### config.mk
export PLATFORM = sky130hd
export DESIGN_NAME = keypad_scan_ctrl
export DESIGN_NICKNAME = d
export VERILOG_FILES = /design/src/rtl/keypad_pkg.sv /design/src/rtl/key_fifo.sv /design/src/rtl/keypad_scan_ctrl.sv
export SDC_FILE = /design/constraint.sdc
export NUM_CORES = 1
export LEC_CHECK = 0
export CAP_MARGIN = 20
export CORE_MARGIN = 2
export CORE_UTILIZATION = 55
export CTS_BUF_LIST = sky130_fd_sc_hd__clkbuf_16
export DETAILED_ROUTE_END_ITERATION = 7
export GPL_TIMING_DRIVEN = 1
export PLACE_DENSITY_LB_ADDON = 0.08
export SLEW_MARGIN = 20
export SYNTH_ARGS = -nofsm -noshare
export SYNTH_HDL_FRONTEND = slang
export SYNTH_HIERARCHICAL = 1
export SYNTH_SLANG_ARGS = --single-unit
### constraint.sdc
create_clock -name clk -period 7.06 [get_ports clk]
set_clock_uncertainty 0.05 [all_clocks]
set_input_delay 1.412 -clock clk [delete_from_list [all_inputs] [get_ports clk]]
set_output_delay 1.412 -clock clk [all_outputs]
set_load 0.005 [all_outputs]
### src/rtl/keypad_pkg.sv
// Shared types, constants and key encoding for the 3x4 keypad scan controller.
// The code map is row-major, 1-9 on rows 0-2; row 3 holds '*', '0' and '#'.
package keypad_pkg;

   localparam int N_ROWS = 4;
   localparam int N_COLS = 3;
   localparam int N_KEYS = N_ROWS * N_COLS;

   localparam logic [3:0] KEY_STAR  = 4'd10;
   localparam logic [3:0] KEY_POUND = 4'd11;

   typedef enum logic [1:0] {ROW0, ROW1, ROW2, ROW3} scan_state_t;

   typedef enum logic {RELEASED, PRESSED} deb_state_t;

   typedef enum logic [1:0] {SCAN_NONE, SCAN_KEY, SCAN_MULTI} scan_kind_t;

   function automatic logic [3:0] encode_key(input logic [1:0] row, input logic [1:0] col);
      logic [3:0] code;
      if (row == 2'd3) begin
         case (col)
            2'd0:    code = KEY_STAR;
            2'd1:    code = 4'd0;
            default: code = KEY_POUND;
         endcase
      end else begin
         code = {2'b00, row} * 4'd3 + {2'b00, col} + 4'd1;
      end
      return code;
   endfunction

endpackage

### src/rtl/key_fifo.sv
// Small synchronous FIFO for key events; head is visible combinationally from storage.
// Simultaneous push and pop is accepted even when full.
module key_fifo #(
   parameter int WIDTH = 4,
   parameter int DEPTH = 4
) (
   input  logic                       clk,
   input  logic                       rst_n,
   input  logic                       push,
   input  logic                       pop,
   input  logic [WIDTH-1:0]           din,
   output logic [WIDTH-1:0]           dout,
   output logic                       empty,
   output logic                       full,
   output logic [$clog2(DEPTH):0]     count
);

   localparam int AW = $clog2(DEPTH);

   logic [WIDTH-1:0] mem [DEPTH];
   logic [AW-1:0]    wr_ptr;
   logic [AW-1:0]    rd_ptr;
   logic [AW:0]      cnt;
   logic             do_push;
   logic             do_pop;

   assign empty   = (cnt == '0);
   assign full    = (cnt == (AW+1)'(DEPTH));
   assign do_pop  = pop && !empty;
   assign do_push = push && (!full || do_pop);
   assign count   = cnt;
   assign dout    = empty ? '0 : mem[rd_ptr];

   // NOTE: storage is deliberately not reset; dout is forced to zero while empty,
   // so stale contents are never observable.
   always_ff @(posedge clk) begin
      if (do_push) mem[wr_ptr] <= din;
   end

   // NOTE: all sequential state uses non-blocking assignments so every register
   // samples the pre-edge values regardless of statement order.
   always_ff @(posedge clk or negedge rst_n) begin
      if (!rst_n) begin
         wr_ptr <= '0;
         rd_ptr <= '0;
         cnt    <= '0;
      end else begin
         if (do_push) wr_ptr <= wr_ptr + 1'b1;
         if (do_pop)  rd_ptr <= rd_ptr + 1'b1;
         case ({do_push, do_pop})
            2'b10:   cnt <= cnt + 1'b1;
            2'b01:   cnt <= cnt - 1'b1;
            default: cnt <= cnt;
         endcase
      end
   end

endmodule

### src/rtl/keypad_scan_ctrl.sv
// Row-scanning keypad controller: synchronizes columns, classifies each full scan,
// debounces presses, queues key codes and pulses an interrupt toward the MCU.
module keypad_scan_ctrl
   import keypad_pkg::*;
#(
   parameter int SCAN_DIV       = 22727,
   parameter int DEBOUNCE_SCANS = 3,
   parameter int FIFO_DEPTH     = 4,
   parameter int INT_CYCLES     = 3
) (
   input  logic        clk,
   input  logic        rst_n,
   input  logic [2:0]  cols,
   output logic [3:0]  rows,
   output logic [3:0]  key_code,
   output logic        key_valid,
   input  logic        key_ack,
   output logic        interrupt,
   output logic        overflow,
   input  logic        clr_ovf
);

   localparam int DIV_W    = $clog2(SCAN_DIV + 1);
   localparam int STREAK_W = $clog2(DEBOUNCE_SCANS + 1);
   localparam int INT_W    = $clog2(INT_CYCLES + 1);
   localparam int CNT_W    = $clog2(FIFO_DEPTH) + 1;

   logic [2:0]          cols_meta;
   logic [2:0]          cols_sync;
   scan_state_t         scan_state;
   scan_state_t         scan_next;
   logic [DIV_W-1:0]    dwell_cnt;
   logic                sample;
   logic                scan_end;
   logic [8:0]          scan_acc;
   logic [N_KEYS-1:0]   full_scan;
   logic [3:0]          n_set;
   logic [3:0]          scan_code;
   scan_kind_t          scan_kind;

   deb_state_t          deb_state;
   deb_state_t          deb_next;
   logic [3:0]          cand_code;
   logic [3:0]          cand_next;
   logic [STREAK_W-1:0] streak;
   logic [STREAK_W-1:0] streak_next;
   logic [STREAK_W-1:0] streak_inc;
   logic [STREAK_W-1:0] press_run;
   logic                push_req;

   logic                fifo_pop;
   logic                fifo_empty;
   logic                fifo_full;
   logic [CNT_W-1:0]    fifo_count;
   logic                drop;
   logic                int_trig;
   logic [INT_W-1:0]    int_cnt;

   // Columns are asynchronous to clk.
   always_ff @(posedge clk or negedge rst_n) begin
      if (!rst_n) begin
         cols_meta <= '0;
         cols_sync <= '0;
      end else begin
         cols_meta <= cols;
         cols_sync <= cols_meta;
      end
   end

   assign sample   = (dwell_cnt == DIV_W'(SCAN_DIV - 1));
   assign scan_end = sample && (scan_state == ROW3);

   always_ff @(posedge clk or negedge rst_n) begin
      if (!rst_n) begin
         scan_state <= ROW0;
         dwell_cnt  <= '0;
      end else begin
         scan_state <= scan_next;
         dwell_cnt  <= sample ? '0 : dwell_cnt + 1'b1;
      end
   end

   // NOTE: every always_comb output gets a default before any branch, so no
   // path leaves a signal unassigned and no latch is inferred.
   always_comb begin
      scan_next = scan_state;
      if (sample) begin
         case (scan_state)
            ROW0:    scan_next = ROW1;
            ROW1:    scan_next = ROW2;
            ROW2:    scan_next = ROW3;
            default: scan_next = ROW0;
         endcase
      end
   end

   always_comb begin
      rows = 4'b0001;
      case (scan_state)
         ROW1:    rows = 4'b0010;
         ROW2:    rows = 4'b0100;
         ROW3:    rows = 4'b1000;
         default: rows = 4'b0001;
      endcase
   end

   always_ff @(posedge clk or negedge rst_n) begin
      if (!rst_n) begin
         scan_acc <= '0;
      end else if (sample) begin
         case (scan_state)
            ROW0:    scan_acc[2:0] <= cols_sync;
            ROW1:    scan_acc[5:3] <= cols_sync;
            ROW2:    scan_acc[8:6] <= cols_sync;
            default: scan_acc      <= scan_acc;
         endcase
      end
   end

   // Row 3 is taken straight from the synchronizer on the final sample cycle.
   assign full_scan = {cols_sync, scan_acc};

   always_comb begin
      n_set     = '0;
      scan_code = '0;
      for (int i = 0; i < N_KEYS; i++) begin
         if (full_scan[i]) begin
            n_set     = n_set + 4'd1;
            scan_code = encode_key(2'(i / N_COLS), 2'(i % N_COLS));
         end
      end
      if (n_set == 4'd0)      scan_kind = SCAN_NONE;
      else if (n_set == 4'd1) scan_kind = SCAN_KEY;
      else                    scan_kind = SCAN_MULTI;
   end

   assign streak_inc = streak + 1'b1;
   assign press_run  = ((streak != '0) && (scan_code == cand_code)) ? streak_inc
                                                                     : STREAK_W'(1);

   always_ff @(posedge clk or negedge rst_n) begin
      if (!rst_n) begin
         deb_state <= RELEASED;
         cand_code <= '0;
         streak    <= '0;
      end else begin
         deb_state <= deb_next;
         cand_code <= cand_next;
         streak    <= streak_next;
      end
   end

   // MULTI scans fall through every branch and freeze the debouncer.
   always_comb begin
      deb_next    = deb_state;
      cand_next   = cand_code;
      streak_next = streak;
      push_req    = 1'b0;
      if (scan_end) begin
         case (deb_state)
            RELEASED: begin
               if (scan_kind == SCAN_KEY) begin
                  cand_next = scan_code;
                  if (press_run == STREAK_W'(DEBOUNCE_SCANS)) begin
                     deb_next    = PRESSED;
                     streak_next = '0;
                     push_req    = 1'b1;
                  end else begin
                     streak_next = press_run;
                  end
               end else if (scan_kind == SCAN_NONE) begin
                  streak_next = '0;
               end
            end
            default: begin
               if (scan_kind == SCAN_NONE) begin
                  if (streak_inc == STREAK_W'(DEBOUNCE_SCANS)) begin
                     deb_next    = RELEASED;
                     streak_next = '0;
                  end else begin
                     streak_next = streak_inc;
                  end
               end else if (scan_kind == SCAN_KEY) begin
                  streak_next = '0;
               end
            end
         endcase
      end
   end

   assign fifo_pop  = key_ack && key_valid;
   assign key_valid = !fifo_empty;

   key_fifo #(
      .WIDTH (4),
      .DEPTH (FIFO_DEPTH)
   ) u_fifo (
      .clk   (clk),
      .rst_n (rst_n),
      .push  (push_req),
      .pop   (fifo_pop),
      .din   (scan_code),
      .dout  (key_code),
      .empty (fifo_empty),
      .full  (fifo_full),
      .count (fifo_count)
   );

   assign drop = push_req && fifo_full && !fifo_pop;

   always_ff @(posedge clk or negedge rst_n) begin
      if (!rst_n)       overflow <= 1'b0;
      else if (drop)    overflow <= 1'b1;
      else if (clr_ovf) overflow <= 1'b0;
   end

   // A pop with a simultaneous push always leaves the FIFO non-empty.
   assign int_trig = (push_req && fifo_empty) ||
                     (fifo_pop && ((fifo_count > CNT_W'(1)) || push_req));

   always_ff @(posedge clk or negedge rst_n) begin
      if (!rst_n)                int_cnt <= '0;
      else if (int_trig)         int_cnt <= INT_W'(INT_CYCLES);
      else if (int_cnt != '0)    int_cnt <= int_cnt - 1'b1;
   end

   assign interrupt = (int_cnt != '0);

endmodule

==> qor.txt <==
IO Pins -> 18
Root Buffer -> sky130_fd_sc_hd__clkbuf_16
Cell taking the most area after synthesis -> sky130_fd_sc_hd__dfrtp_1
Number of antenna diodes -> 0
Highest-delay cell along the critical path -> sky130_fd_sc_hd__dfrtp_1
Synth Area in Compound Gates -> 7.98%
Class of the tightest hold or removal check -> flop to flop
Status -> complete, but fails checks
Synth async-reset ratio -> 75.4%
Yosys warnings -> 6
Initial DRT Pass Iterations -> 4
Combinational group share of total power -> 18.7%
Setup repair after global routing missed its margin -> true
Number of routed nets with antenna violations -> 0
Core Box Area -> 7330 sq um
Type of destination of the critical path -> flop
Number of max-cap violations -> 0
VDD IR max -> 0.195 mV
Slew @ Worst Pin -> 0.856 ns
Switching power summed over all nets -> 273 uW
HPWL Detailed -> 5970 um
Register-to-Register Path Depth -> 40
Dominant cell type by count on the critical path -> sky130_fd_sc_hd__ha_4
Worst setup path class -> flop to flop
Via/cell ratio -> 5.58
Sink count of the clock tree -> 65
Internal power component -> 794 uW
Antenna violations before repair -> 0
Minimum hold slack -> 0.296 ns
Required time reported for the critical path endpoint -> 7.22 ns
Yosys top cell area share -> 29.3%
Maximum number of pins on one net before global-route repair -> 50
Clock insertion delay at the later pin of the skew report -> 0.33 ns
Critical path peak fanout -> 3
Worst Setup Slack, final -> -0.276 ns
Total congestion overflow -> 0
DRC errors left -> 0
Clock slew at reported path FFs -> 0.05 ns
Number of filler cells placed in the layout -> 509
Vias in the first global route -> 3,075
Width of the die -> 91.2 um
Share of the synthesized netlist area taken by xor and xnor gates -> 13.0%
Total die area -> 8330 sq um
Critical Path Start -> scan_acc[1]$_DFFE_PN0P_
Net switching fraction of the power -> 25.6%
First-pass GRT wire length -> 14,700 um
DIE HEIGHT -> 91.2 um
Net count after synthesis -> 430
Synthesized area per cell -> 10.6 sq um
Area added between synthesis and finish -> 26.8%
TritonCTS clock tree -> yes
Startpoint kind of the worst setup timing path -> flop
Max H-tree Level -> 3
Clock network power share -> 39.9%
Number of I/O port buffers -> 17
Cell count after synthesis -> 394
Per-cell routed wire length -> 15.8 um
Period utilization -> 104%
Initial detailed-routing violation count -> 147
Nets -> 492
Starting density of the core -> 57.1%
Portion of total power attributed to sequential cells -> 41.4%
Dominant register cell in the synthesized netlist -> sky130_fd_sc_hd__dfrtp_1
Area share of and/or/nand/nor cells after synthesis -> 17.3%
Synth cell types -> 61
Leakage power figure -> 2.35 nW
CTS buffer count -> 9
Maximum clock rate -> 136 MHz
Routed wire length -> 8850 um
Power density cells -> 201 nW/um^2
Share of cells above drive strength 1 -> 29.5%
Max Root-Sink Buffers -> 2
Data arrival time of the critical path -> 7.49 ns
Most frequent cell after synthesis -> sky130_fd_sc_hd__dfrtp_1
Hold Path End -> cols_sync[2]$_DFF_PN0_
Number of storage elements in the synthesis netlist -> 65
Number of pins with negative max-slew slack in the final report -> 0
Count of flip-flops with a built-in enable after synthesis -> 16
Tot GR Track Use -> 22.2%
GPL Wtd Cong -> 0.843
Source of the worst hold timing path -> cols_meta[2]$_DFF_PN0_
Leading cell types by total area after synthesis -> sky130_fd_sc_hd__dfrtp_1 29%, sky130_fd_sc_hd__edfxtp_1 11%, sky130_fd_sc_hd__ha_1 8.4%
Area share of fa/ha/maj cells after synthesis -> 8.85%
Total power draw -> 1.07 mW
Slowest stage delay, CP -> 0.40 ns
Total via count after detailed routing -> 3,122
R2R Setup Slk -> -0.28 ns
Main combinational cell family by area after synthesis -> simple AND/OR/NAND/NOR gates
Worst slew margin relative to its limit -> 42.5%
Final core area utilization -> 72.4%
Number of setup violations in the final report -> 22
Share of synthesized area spent on multiplexers -> 8.31%
Number of placement rows -> 31
Failing checks -> setup timing
Min Tclk post-route -> 7.34 ns
Part of the Yosys area used for sequential elements -> 40.8%
R2R Path End -> u_fifo/count[2]$_DFFE_PN0P_
R2R Path Start -> scan_acc[1]$_DFFE_PN0P_
Mapped cell area -> 4190 sq um
Fin. Hold Viols -> 0
Setup_tns -> -1.14 ns
Leading post-synthesis cells by instance count -> 49 x sky130_fd_sc_hd__dfrtp_1, 30 x sky130_fd_sc_hd__nand2_1, 30 x sky130_fd_sc_hd__nor2_1, 28 x sky130_fd_sc_hd__ha_1, 28 x sky130_fd_sc_hd__inv_1
Number of cells on the worst hold path -> 0
area by class of cell:
| cell class | instances | area [sq um] | share of cell area (%) |
|---|---|---|---|
| Multi-Input combinational cell | 287 | 2550 | 48.1 |
| Sequential cell | 65 | 1710 | 32.2 |
| Timing Repair Buffer | 65 | 532 | 10.0 |
| Clock buffer | 9 | 225 | 4.24 |
| Tap cell | 99 | 124 | 2.33 |
| Inverter | 28 | 105 | 1.98 |
| Clock inverter | 7 | 62.6 | 1.18 |
state kept, by name, indices dropped and copies added, names as in the netlist, 2 cells and up:
register and count:
u_fifo/mem 16, streak 2, cand_code 4, u_fifo/wr_ptr 2
dwell_cnt 15, scan_acc 9, u_fifo/count 3, cols_meta 3
scan_state 2, int_cnt 2, u_fifo/rd_ptr 2, cols_sync 3
cells in the final DEF (no fill, tap or decap), drive strengths merged, types with 3 or more instances in the layout:
| cell | n |
|---|---|
| dfrtp | 49 |
| nor4b | 3 |
| mux4 | 4 |
| xnor2 | 26 |
| nand3 | 13 |
| buf | 49 |
| ha | 28 |
| nand4 | 3 |
| nand2b | 5 |
| a32oi | 4 |
| xor3 | 3 |
| or3 | 5 |
| o21bai | 4 |
| nor2b | 3 |
| clkinv | 3 |
| inv | 29 |
| and3 | 6 |
| a21oi | 8 |
| o21ai | 9 |
| xor2 | 19 |
| clkdlybuf4s50 | 16 |
| and2 | 11 |
| edfxtp | 16 |
| o311ai | 3 |
| nand3b | 4 |
| o211ai | 6 |
| clkbuf | 9 |
| mux2i | 4 |
| nor4 | 3 |
| nor2 | 30 |
| nand2 | 30 |
| nor3 | 7 |
| xnor3 | 3 |
| mux2 | 19 |
cells by family after synthesis:
| group | after synthesis |
|---|---|
| muxes | 27 |
| AOI/OAI and AO/OA | 47 |
| xor gates and xnor gates | 51 |
| buffers and inverters | 42 |
| DFF | 65 |
| adders and majority gates | 29 |
| and+or+nand+nor | 133 |
worst max path at each step:
stage	endpoint	cells past startpoint	slack, ns
5_1_grt	u_fifo/count[2]$_DFFE_PN0P_	40	-0.61
2_1_floorplan	u_fifo/count[2]$_DFFE_PN0P_	40	-0.1
3_3_place_gp	u_fifo/count[1]$_DFFE_PN0P_	38	-0.14
3_5_place_dp	u_fifo/count[2]$_DFFE_PN0P_	40	-0.32
6_report	u_fifo/count[2]$_DFFE_PN0P_	40	-0.28
4_1_cts	u_fifo/count[1]$_DFFE_PN0P_	38	-0.22
worst max-delay path, delay by kind of cell, from the launching register on:
family          cells  cell delay (ns)
compound gates      4             0.51
xor+xnor            7             1.34
fa+ha+maj          11             2.46
buf+inv             5             0.27
flops               1             0.40
mux                 3             0.85
simple gates       10             1.31
per-layer routing:
layer	GRT usage, %	part of all wire [%]	up-vias
met5	0	0	-
met4	6.57	1.7	0
met3	4.40	2.8	17
met2	37.1	50	61
met1	29.3	46	1541
li1	-	-	1503
repair_timing:
item,4_1_cts,5_1_grt
hold buffers,0,0
setup endpoints to repair,19,25
pin swaps,11,16
setup buffers,9,10
resized for setup,6,14
metrics by stage:
stage               instance area (sq um)  worst slack, ns  cells
finish                               5310           -0.276    560
global route                         5310           -0.609    560
CTS                                  5170           -0.221    550
detailed placement                   4800           -0.319    525
global placement                     4800           -0.139    525
floorplan                            4340          -0.0971    394
power by group through the flow:
stage                     sequential (mW)  combinational (mW)  clock, mW
after global routing                0.447               0.224      0.449
after floorplan                     0.430               0.139          0
after detailed placement            0.447               0.187          0
after CTS                           0.441               0.193      0.433
final                               0.442               0.200      0.426
after global placement              0.447               0.185          0
Power figures use the tool's default switching activity.
